## src/rtl/csa_carry_resolve.sv

```systemverilog
// csa_carry_resolve: segmented, pipelined carry-propagate resolution of a CSA sum/carry/co triple
module csa_carry_resolve #(
  parameter int width     = 14,
  parameter int seg_width = 7
) (
  input  logic             clk,
  input  logic             rst,
  input  logic             in_valid,
  output logic             in_ready,
  input  logic [width-1:0] sum,
  input  logic [width-1:0] carry,
  input  logic             co,
  output logic             out_valid,
  input  logic             out_ready,
  output logic [width+1:0] res
);
  localparam int nstg = (width + seg_width - 1) / seg_width;
  logic             v_q   [nstg];
  logic             co_q  [nstg];
  logic             cy_q  [nstg];
  logic [width-1:0] s_q   [nstg];
  logic [width-1:0] c_q   [nstg];
  logic             v_in  [nstg];
  logic             co_in [nstg];
  logic             cy_d  [nstg];
  logic [width-1:0] c_in  [nstg];
  logic [width-1:0] s_d   [nstg];
  logic [width+1:0] res_d;
  logic [width+1:0] res_q;
  logic             adv;
  assign adv       = !out_valid || out_ready;
  assign in_ready  = adv;
  assign out_valid = v_q[nstg-1];
  assign res       = res_q;
  for (genvar k = 0; k < nstg; k++) begin : g_stg
    localparam int lo = k * seg_width;
    localparam int w  = (width - lo < seg_width) ? width - lo : seg_width;
    logic [width-1:0] s_in;
    logic             cin;
    logic [w:0]       add;
    if (k == 0) begin : g_first
      assign s_in     = sum;
      assign c_in[k]  = carry;
      assign cin      = 1'b0;
      assign co_in[k] = co;
      assign v_in[k]  = in_valid;
    end else begin : g_next
      assign s_in     = s_q[k-1];
      assign c_in[k]  = c_q[k-1];
      assign cin      = cy_q[k-1];
      assign co_in[k] = co_q[k-1];
      assign v_in[k]  = v_q[k-1];
    end
    // resolved bits overwrite this segment of the forwarded sum word in place
    assign add     = {1'b0, s_in[lo+:w]} + {1'b0, c_in[k][lo+:w]} + {{w{1'b0}}, cin};
    assign s_d[k]  = (s_in & ~((width)'({w{1'b1}}) << lo)) | ((width)'(add[w-1:0]) << lo);
    assign cy_d[k] = add[w];
  end
  assign res_d = {2'(co_in[nstg-1]) + 2'(cy_d[nstg-1]), s_d[nstg-1]};
  always_ff @(posedge clk) begin
    if (rst) begin
      for (int i = 0; i < nstg; i++) begin
        v_q[i]  <= 1'b0;
        co_q[i] <= 1'b0;
        cy_q[i] <= 1'b0;
        s_q[i]  <= '0;
        c_q[i]  <= '0;
      end
      res_q <= '0;
    end else if (adv) begin
      v_q   <= v_in;
      co_q  <= co_in;
      cy_q  <= cy_d;
      s_q   <= s_d;
      c_q   <= c_in;
      res_q <= res_d;
    end
  end
endmodule

```

## config.mk

```make
export PLATFORM = sky130hd
export DESIGN_NAME = csa_carry_resolve
export DESIGN_NICKNAME = d
export VERILOG_FILES = /design/src/rtl/csa_carry_resolve.sv
export SDC_FILE = /design/constraint.sdc
export NUM_CORES = 1
export LEC_CHECK = 0
export BUFFER_PORTS_ARGS = -buffer_cell sky130_fd_sc_hd__buf_2
export CAP_MARGIN = 10
export CORE_MARGIN = 4
export CORE_UTILIZATION = 30
export DETAILED_ROUTE_END_ITERATION = 16
export SYNTH_ARGS = -nofsm -noshare
export SYNTH_HDL_FRONTEND = slang
export SYNTH_SLANG_ARGS = --single-unit
```

## constraint.sdc

```tcl
create_clock -name clk -period 2.1 [get_ports clk]
set_clock_uncertainty 0.1 [all_clocks]
set_input_delay 0.105 -clock clk [delete_from_list [all_inputs] [get_ports clk]]
set_output_delay 0.105 -clock clk [all_outputs]
set_load 0.05 [all_outputs]
```

-- Yosys cells after proc, flatten, opt, wreduce, memory -nomap -nowiden
Cells that the tools add are included.
- add/sub/neg operators: 4
- bitwise operators: 2
- reduce and logical (&&, ||, !) cells: 2
- operators by type and width (cell ; count):
    adder 7 x 7 -> 8 bit ; 2
    OR 14 x 7 -> 14 bit ; 1
    OR 7 x 14 -> 14 bit ; 1
    adder 8 x 1 -> 8 bit ; 1
    adder 1 x 1 -> 2 bit ; 1
    logical NOT 1 bit ; 1
    logical OR 1 bit ; 1
- register bits after elaboration: 48
- word-level logic and storage cells: 15

-- Depth between registers and ports, before layout
Gate-level depths: netlist of the first run.
- word-level depth: 3
- depth in mapped cells: 8
- depth with buffers taken out: 8

-- Worst setup path after synthesis of the first run
Ideal clock, no wire load.
- kind: flip-flop to flip-flop
- start: reg c_q (netlist bit c_in[7])
- end: reg res_q[14], in the netlist res[14]
- data arrival time: 1.701 ns
- slack: 0.166 ns
- stages on the path, launching flop included: 9
- buffers on the path: 0
- cells stage by stage: dfxtp_1 > fa_1 > a21o_1 > and4_1 > o211ai_1 > nand2_1 > ha_1 > nand2_1 > a21oi_1
- word-level cells in the longest chain between the ends: 3
- RTL lines (element ; line ; text):
    start, declared ; 22 ; logic [width-1:0] c_q [nstg];
    start signal, assigned ; 75 ; c_q <= c_in;
    adder 7 x 7 -> 8 bit ; 55 ; assign add = {1'b0, s_in[lo+:w]} + {1'b0, c_in[k][lo+:w]} + {{w{1'b0}}, cin};
    adder 8 x 1 -> 8 bit ; 55 ;
    adder 1 x 1 -> 2 bit ; 59 ; assign res_d = {2'(co_in[nstg-1]) + 2'(cy_d[nstg-1]), s_d[nstg-1]};
    via res_d[14] ; 28 ; logic [width+1:0] res_d;
    end signal, assigned ; 76 ; res_q <= res_d;
    end, declared ; 29 ; logic [width+1:0] res_q;
The timed path passes the listed nets, and every way through them passes these cells.
A chain may end at the register's enable or synchronous reset.

-- Worst setup path after layout of the first run
Same ends and word-level chain as after synthesis.

==> results of run 1 <==
## Yosys cell counts
master     count
a2111o_1       2
a211oi_1       4
a21o_1         8
a21oi_1       34
and2b_1        2
and2b_2        2
and4_1         2
buf_1          2
buf_2         10
clkbuf_1       2
dfxtp_1       41
fa_1           3
ha_1          14
inv_1          7
nand2_1       57
nand2b_1       1
nand3_1        8
nand3b_1       8
nand4b_1       2
nor2_1         8
nor2b_4        1
nor3_1         6
nor3b_1        2
o2111ai_1      2
o211ai_1       2
o21a_1         4
o21ai_0        2
o31ai_1        2
or3_1          2
or4_1          2
## logic make-up after synthesis
| family | count (synthesis) | share of synthesized area |
|---|---|---|
| and+or+nand+nor | 103 | 0.249 |
| AOI/OAI and AO/OA | 60 | 0.183 |
| DFF | 41 | 0.406 |
| buffers and inverters | 21 | 0.0452 |
| adders and majority gates | 17 | 0.116 |
## layer usage
metal | track usage | wire length, um | vias up
li1 | - | - | 965
met1 | 0.146 | 2340 | 823
met2 | 0.194 | 2030 | 34
met3 | 0.0392 | 262 | 5
met4 | 0.0472 | 78 | 0
met5 | 0 | 0 | -
## path summary, 6_finish.rpt
path / from / to / cells past startpoint
max: c_in[7] / res[14] / 8
min: carry[0] / g_stg[1].s_in[0] / 4
max reg2reg: c_in[7] / res[14] / 8
min reg2reg: res[6] / res[6] / 2
## final cells by class
cell class,instances,area share
multi-input combinational,180,0.434
sequential,41,0.321
timing repair buffer,69,0.169
tap,77,0.0376
clock buffer,5,0.0268
inverter,7,0.0102
clock inverter,1,0.00195
## tightest hold or removal path, stage by stage
cell     delay, ns
buf_2         0.08
ha_1          0.12
nand2_1       0.05
a21oi_1       0.13
## metrics by stage
stage	instances	setup WS, ns	util	hold WS (ns)	total power (uW)
2_1_floorplan	242	0.166	-	0.145	1180
3_3_place_gp	358	0.0689	0.360	0.252	1290
3_5_place_dp	358	0.0535	0.360	0.257	1290
4_1_cts	380	0.0412	0.396	0.138	1790
5_1_grt	380	0.00482	0.397	0.172	1860
6_report	380	0.121	0.397	0.130	1750
## sequential cells by signal, indices dropped and copies added, names as in the netlist
signal      flops
c_in            7
co_in           1
res            16
g_stg.cin       1
v_in            1
g_stg.s_in     14
out_valid       1
## where the power goes
part           internal (uW)  switching [uW]
Clock                    218             245
Combinational            159             256
Sequential               843            33.6
## timing repair
action,CTS,global route
endpoints found under the hold margin,16,0
hold buffers,16,0
resized for setup,0,3
setup buffers,0,0
setup endpoints to repair,0,2
==> flow_metrics.py, run 1 <==
metrics = {
    "clock_network": {
        "cts_buffers": 5,
        "clockRootBuffer": "clkbuf_8",
        "clock_sinks": 41,
        "clk_pin_slew_worst_paths_ns": 0.07,
        "worst_skew_pair.late_latency_ns": 0.29,
        "tritoncts": "built",
        "clk_path_buf_depth": 2,
        "htreeDepth": 2,
    },
    "setup_path": {
        "required_ns": 2.14,
        "crit_family": "adder cells",
        "cp_common_cell": "nand2_1",
        "cp_data_arrival_time_ns": 2.01,
        "path_buf_inv": 0,
        "critPathSlowestCell": "fa_2",
        "end_kind": "register",
        "path_class": "reg -> reg",
        "rrSetupSlack_ns": 0.12,
        "critPathMaxStageDelay_ns": 0.38,
        "crit_chain": "fa_2 -> a21o_1 -> and4_1 -> o211ai_1 -> nand2_1 -> ha_1 -> nand2_1 -> a21oi_1",
        "critPathLaunchType": "register",
        "cp_max_fo": 3,
    },
    "floorplanning": {
        "chipHeight_um": 90.1,
        "io-pin-count": 51,
        "die_x_um": 90.1,
        "start_util": 0.313,
        "coreArea_um2": 6460,
        "dieArea_um2": 8120,
        "rows": 29,
    },
    "detailed_routing": {
        "firstDrtPassIters": 4,
        "drt_wl_total_um": 4710,
        "routedWlPerCell_um": 12.4,
        "ant_nets": 0,
        "routed_via_density": 4.81,
        "drcViolationCount": 0,
        "drt_iter0_markers": 85,
        "vias": 1827,
    },
    "cells_and_area": {
        "fill_cells": 668,
        "regArea_um2": 823,
        "layout_commonest_cell": "nand2_1",
        "design_area_um2": 2560,
        "multi_input_area_um2": 1110,
        "layout_common_cells": "nand2_1, buf_2, dfxtp_1",
        "antennaDiodeCount": 0,
        "drive_above_1_share": 0.215,
        "synthToLayoutAreaGrowth_pct": 26.9,
        "layout.nets": 354,
    },
    "grt": {
        "grt_overflow": 0,
        "grt_pass1_wl_um": 8070,
        "grt_pass1_vias": 1818,
        "grtUsageTotal": 0.120,
        "antenna_found_initial": 0,
        "grt_start_max_net_pins": 54,
    },
    "logic_synthesis": {
        "yosys-top-cells-area": "dfxtp_1, nand2_1, ha_1",
        "synth_fp_nets": 292,
        "synth_cells": 242,
        "ys_seq_area_frac": 0.406,
        "syn_area_per_cell_um2": 8.36,
        "ys_seq_elements": 41,
        "synth.distinct_cells": 30,
        "synth_warnings": 0,
        "synth_top_area_frac": 0.406,
        "synthesis.area_um2": 2020,
        "yosysTopAreaCell": "dfxtp_1",
    },
    "power_and_ir_drop": {
        "p_per_area_nw_per_um2": 684,
        "vdd_drop_max_mv": 0.257,
        "leakage_uw": 0.00120,
    },
    "sta": {
        "tightest_slew_ns": 0.880,
        "setup_viol": 0,
        "finalCritPeriodShare": 0.942,
        "fmax_mhz": 505,
        "slew_headroom": 0.413,
        "slew_violations": 0,
        "hold_viol_final": 0,
        "fin_setup_tns_ns": 0,
        "rsz0062_at_grt": "false",
        "period_needed_ns": 1.98,
    },
    "status": {
        "status": "finished, final reports clean",
    },
    "place": {
        "portBuffers": 50,
        "dp_hpwl_um": 3320,
        "finalWeightedCongestion": 0.793,
        "dpl_cell_area_um2": 2330,
    },
    "hold_path": {
        "hp-class": "in -> reg",
    },
    "job": {
        "drv_cap": 0,
    },
}
(Power assumes the default switching activity.)
==> inputs of run 2 (changes only) <==
--- a/config.mk
+++ b/config.mk
@@ -7,9 +7,12 @@
 export LEC_CHECK = 0
 export BUFFER_PORTS_ARGS = -buffer_cell sky130_fd_sc_hd__buf_2
 export CAP_MARGIN = 10
+export CORE_ASPECT_RATIO = 0.6
 export CORE_MARGIN = 4
 export CORE_UTILIZATION = 30
+export CTS_BUF_LIST = sky130_fd_sc_hd__clkbuf_8
 export DETAILED_ROUTE_END_ITERATION = 16
+export SLEW_MARGIN = 5
 export SYNTH_ARGS = -nofsm -noshare
 export SYNTH_HDL_FRONTEND = slang
 export SYNTH_SLANG_ARGS = --single-unit
==> run 2 against run 1 <==
Net effect:
- clock power rose by 41%
- register-to-register slack is essentially flat
- combinational power rose by 1%
- first-iteration DRC count decreased by 9.4%
- setup slack got worse by 0.011 ns
- largest cell class unchanged
==> flow_metrics.py, run 2 (synthesized netlist as in run 1, its figures left out) <==
metrics = {
    "status": {
        "status": "finished, final reports clean",
    },
    "detailed_routing": {
        "ant_nets": 0,
        "drt_iter0_markers": 77,
        "routedWlPerCell_um": 12.6,
        "drcViolationCount": 0,
        "routed_via_density": 4.74,
        "drt_wl_total_um": 4960,
        "firstDrtPassIters": 4,
        "vias": 1860,
    },
    "setup_path": {
        "cp_data_arrival_time_ns": 2.03,
        "end_kind": "register",
        "path_class": "reg -> reg",
        "critPathLaunchType": "register",
        "required_ns": 2.14,
        "cp_max_fo": 3,
    },
    "sta": {
        "hold_ws_ns": 0.103,
        "rsz0062_at_grt": "true",
        "setup_viol": 0,
        "finalCritPeriodShare": 0.948,
        "fin_setup_tns_ns": 0,
        "tightest_slew_ns": 0.870,
        "period_needed_ns": 1.99,
        "slew_violations": 0,
        "fmax_mhz": 503,
        "slew_headroom": 0.420,
        "hold_viol_final": 0,
    },
    "clock_network": {
        "clock_sinks": 41,
        "worst_skew_pair.late_latency_ns": 0.29,
        "htreeDepth": 2,
        "clk_path_buf_depth": 2,
        "clockRootBuffer": "clkbuf_8",
        "cts_buffers": 5,
        "tritoncts": "built",
        "clk_pin_slew_worst_paths_ns": 0.08,
    },
    "grt": {
        "grt_pass1_wl_um": 8360,
        "antenna_found_initial": 0,
        "grt_overflow": 0,
        "grtUsageTotal": 0.126,
        "grt_start_max_net_pins": 54,
        "grt_pass1_vias": 1737,
    },
    "floorplanning": {
        "rows": 22,
        "io-pin-count": 51,
        "chipHeight_um": 71.6,
        "die_x_um": 114,
        "start_util": 0.319,
        "coreArea_um2": 6330,
        "dieArea_um2": 8160,
    },
    "cells_and_area": {
        "largest_register_ffs": 16,
        "layout.nets": 357,
        "regArea_um2": 823,
        "multi_input_area_um2": 1110,
        "layout_common_cells": "nand2_1, buf_2, dfxtp_1",
        "drive_above_1_share": 0.227,
        "synthToLayoutAreaGrowth_pct": 30.6,
        "antennaDiodeCount": 0,
        "post-route-util": 0.417,
        "layout_commonest_cell": "nand2_1",
        "fill_cells": 698,
    },
    "place": {
        "dp_hpwl_um": 3600,
        "portBuffers": 50,
        "finalWeightedCongestion": 0.719,
    },
    "power_and_ir_drop": {
        "leakage_uw": 0.00124,
        "vdd_drop_max_mv": 0.291,
        "p_per_area_nw_per_um2": 739,
    },
    "hold_path": {
        "hp-class": "in -> reg",
    },
    "job": {
        "drv_cap": 0,
    },
}
## run 2: critical path: stages (launching register included)
cell and delay, ns:
dfxtp_2 0.33, fa_2 0.38, a21o_1 0.17, and4_1 0.22
o211ai_1 0.17, nand2_1 0.08, ha_1 0.27, nand2_1 0.06
a21oi_1 0.06
## run 2: report_power, final
group / switching (uW) / internal (uW) / total (uW)
combinational: 259 / 162 / 421
clock: 270 / 383 / 653
sequential: 36.3 / 843 / 879
total: 566 / 1390 / 1950
## run 2: final timing paths
path / from / endpoint / slack [ns] / cells after the start
worst min-delay path: carry[0] / g_stg[1].s_in[0] / 0.10 / 4
worst min register to register: res[14] / res[14] / 0.35 / 2
worst max-delay path: c_in[7] / res[14] / 0.11 / 8
worst max register to register: c_in[7] / res[14] / 0.11 / 8
## run 2: layout make-up
| class | count | share of cell area |
|---|---|---|
| Multi-Input combinational cell | 180 | 0.422 |
| Sequential cell | 41 | 0.312 |
| Timing Repair Buffer | 72 | 0.172 |
| Tap cell | 84 | 0.0398 |
| Clock buffer | 6 | 0.0313 |
| Clock inverter | 2 | 0.0128 |
| Inverter | 7 | 0.00995 |
## run 2: layer usage
layer | GRT usage | routed length (um)
met4 | 0.0277 | 36
met2 | 0.160 | 1810
met3 | 0.0464 | 321
met5 | 0 | 0
met1 | 0.196 | 2790
## run 2: through the flow
step	power (uW)	worst slack (ns)	instance area, um2	instances
2_1_floorplan	1180	0.166	2020	242
3_3_place_gp	1290	0.0765	2360	368
3_5_place_dp	1290	0.0445	2360	368
4_1_cts	1980	0.0280	2630	392
5_1_grt	2060	-0.0182	2640	392
6_report	1950	0.110	2640	392
## run 2: what timing repair did
item,CTS,global route
hold buffers,16,0
setup endpoints to repair,0,4
buffers inserted,0,0
hold endpoints to repair,16,0
gates resized for setup,0,4
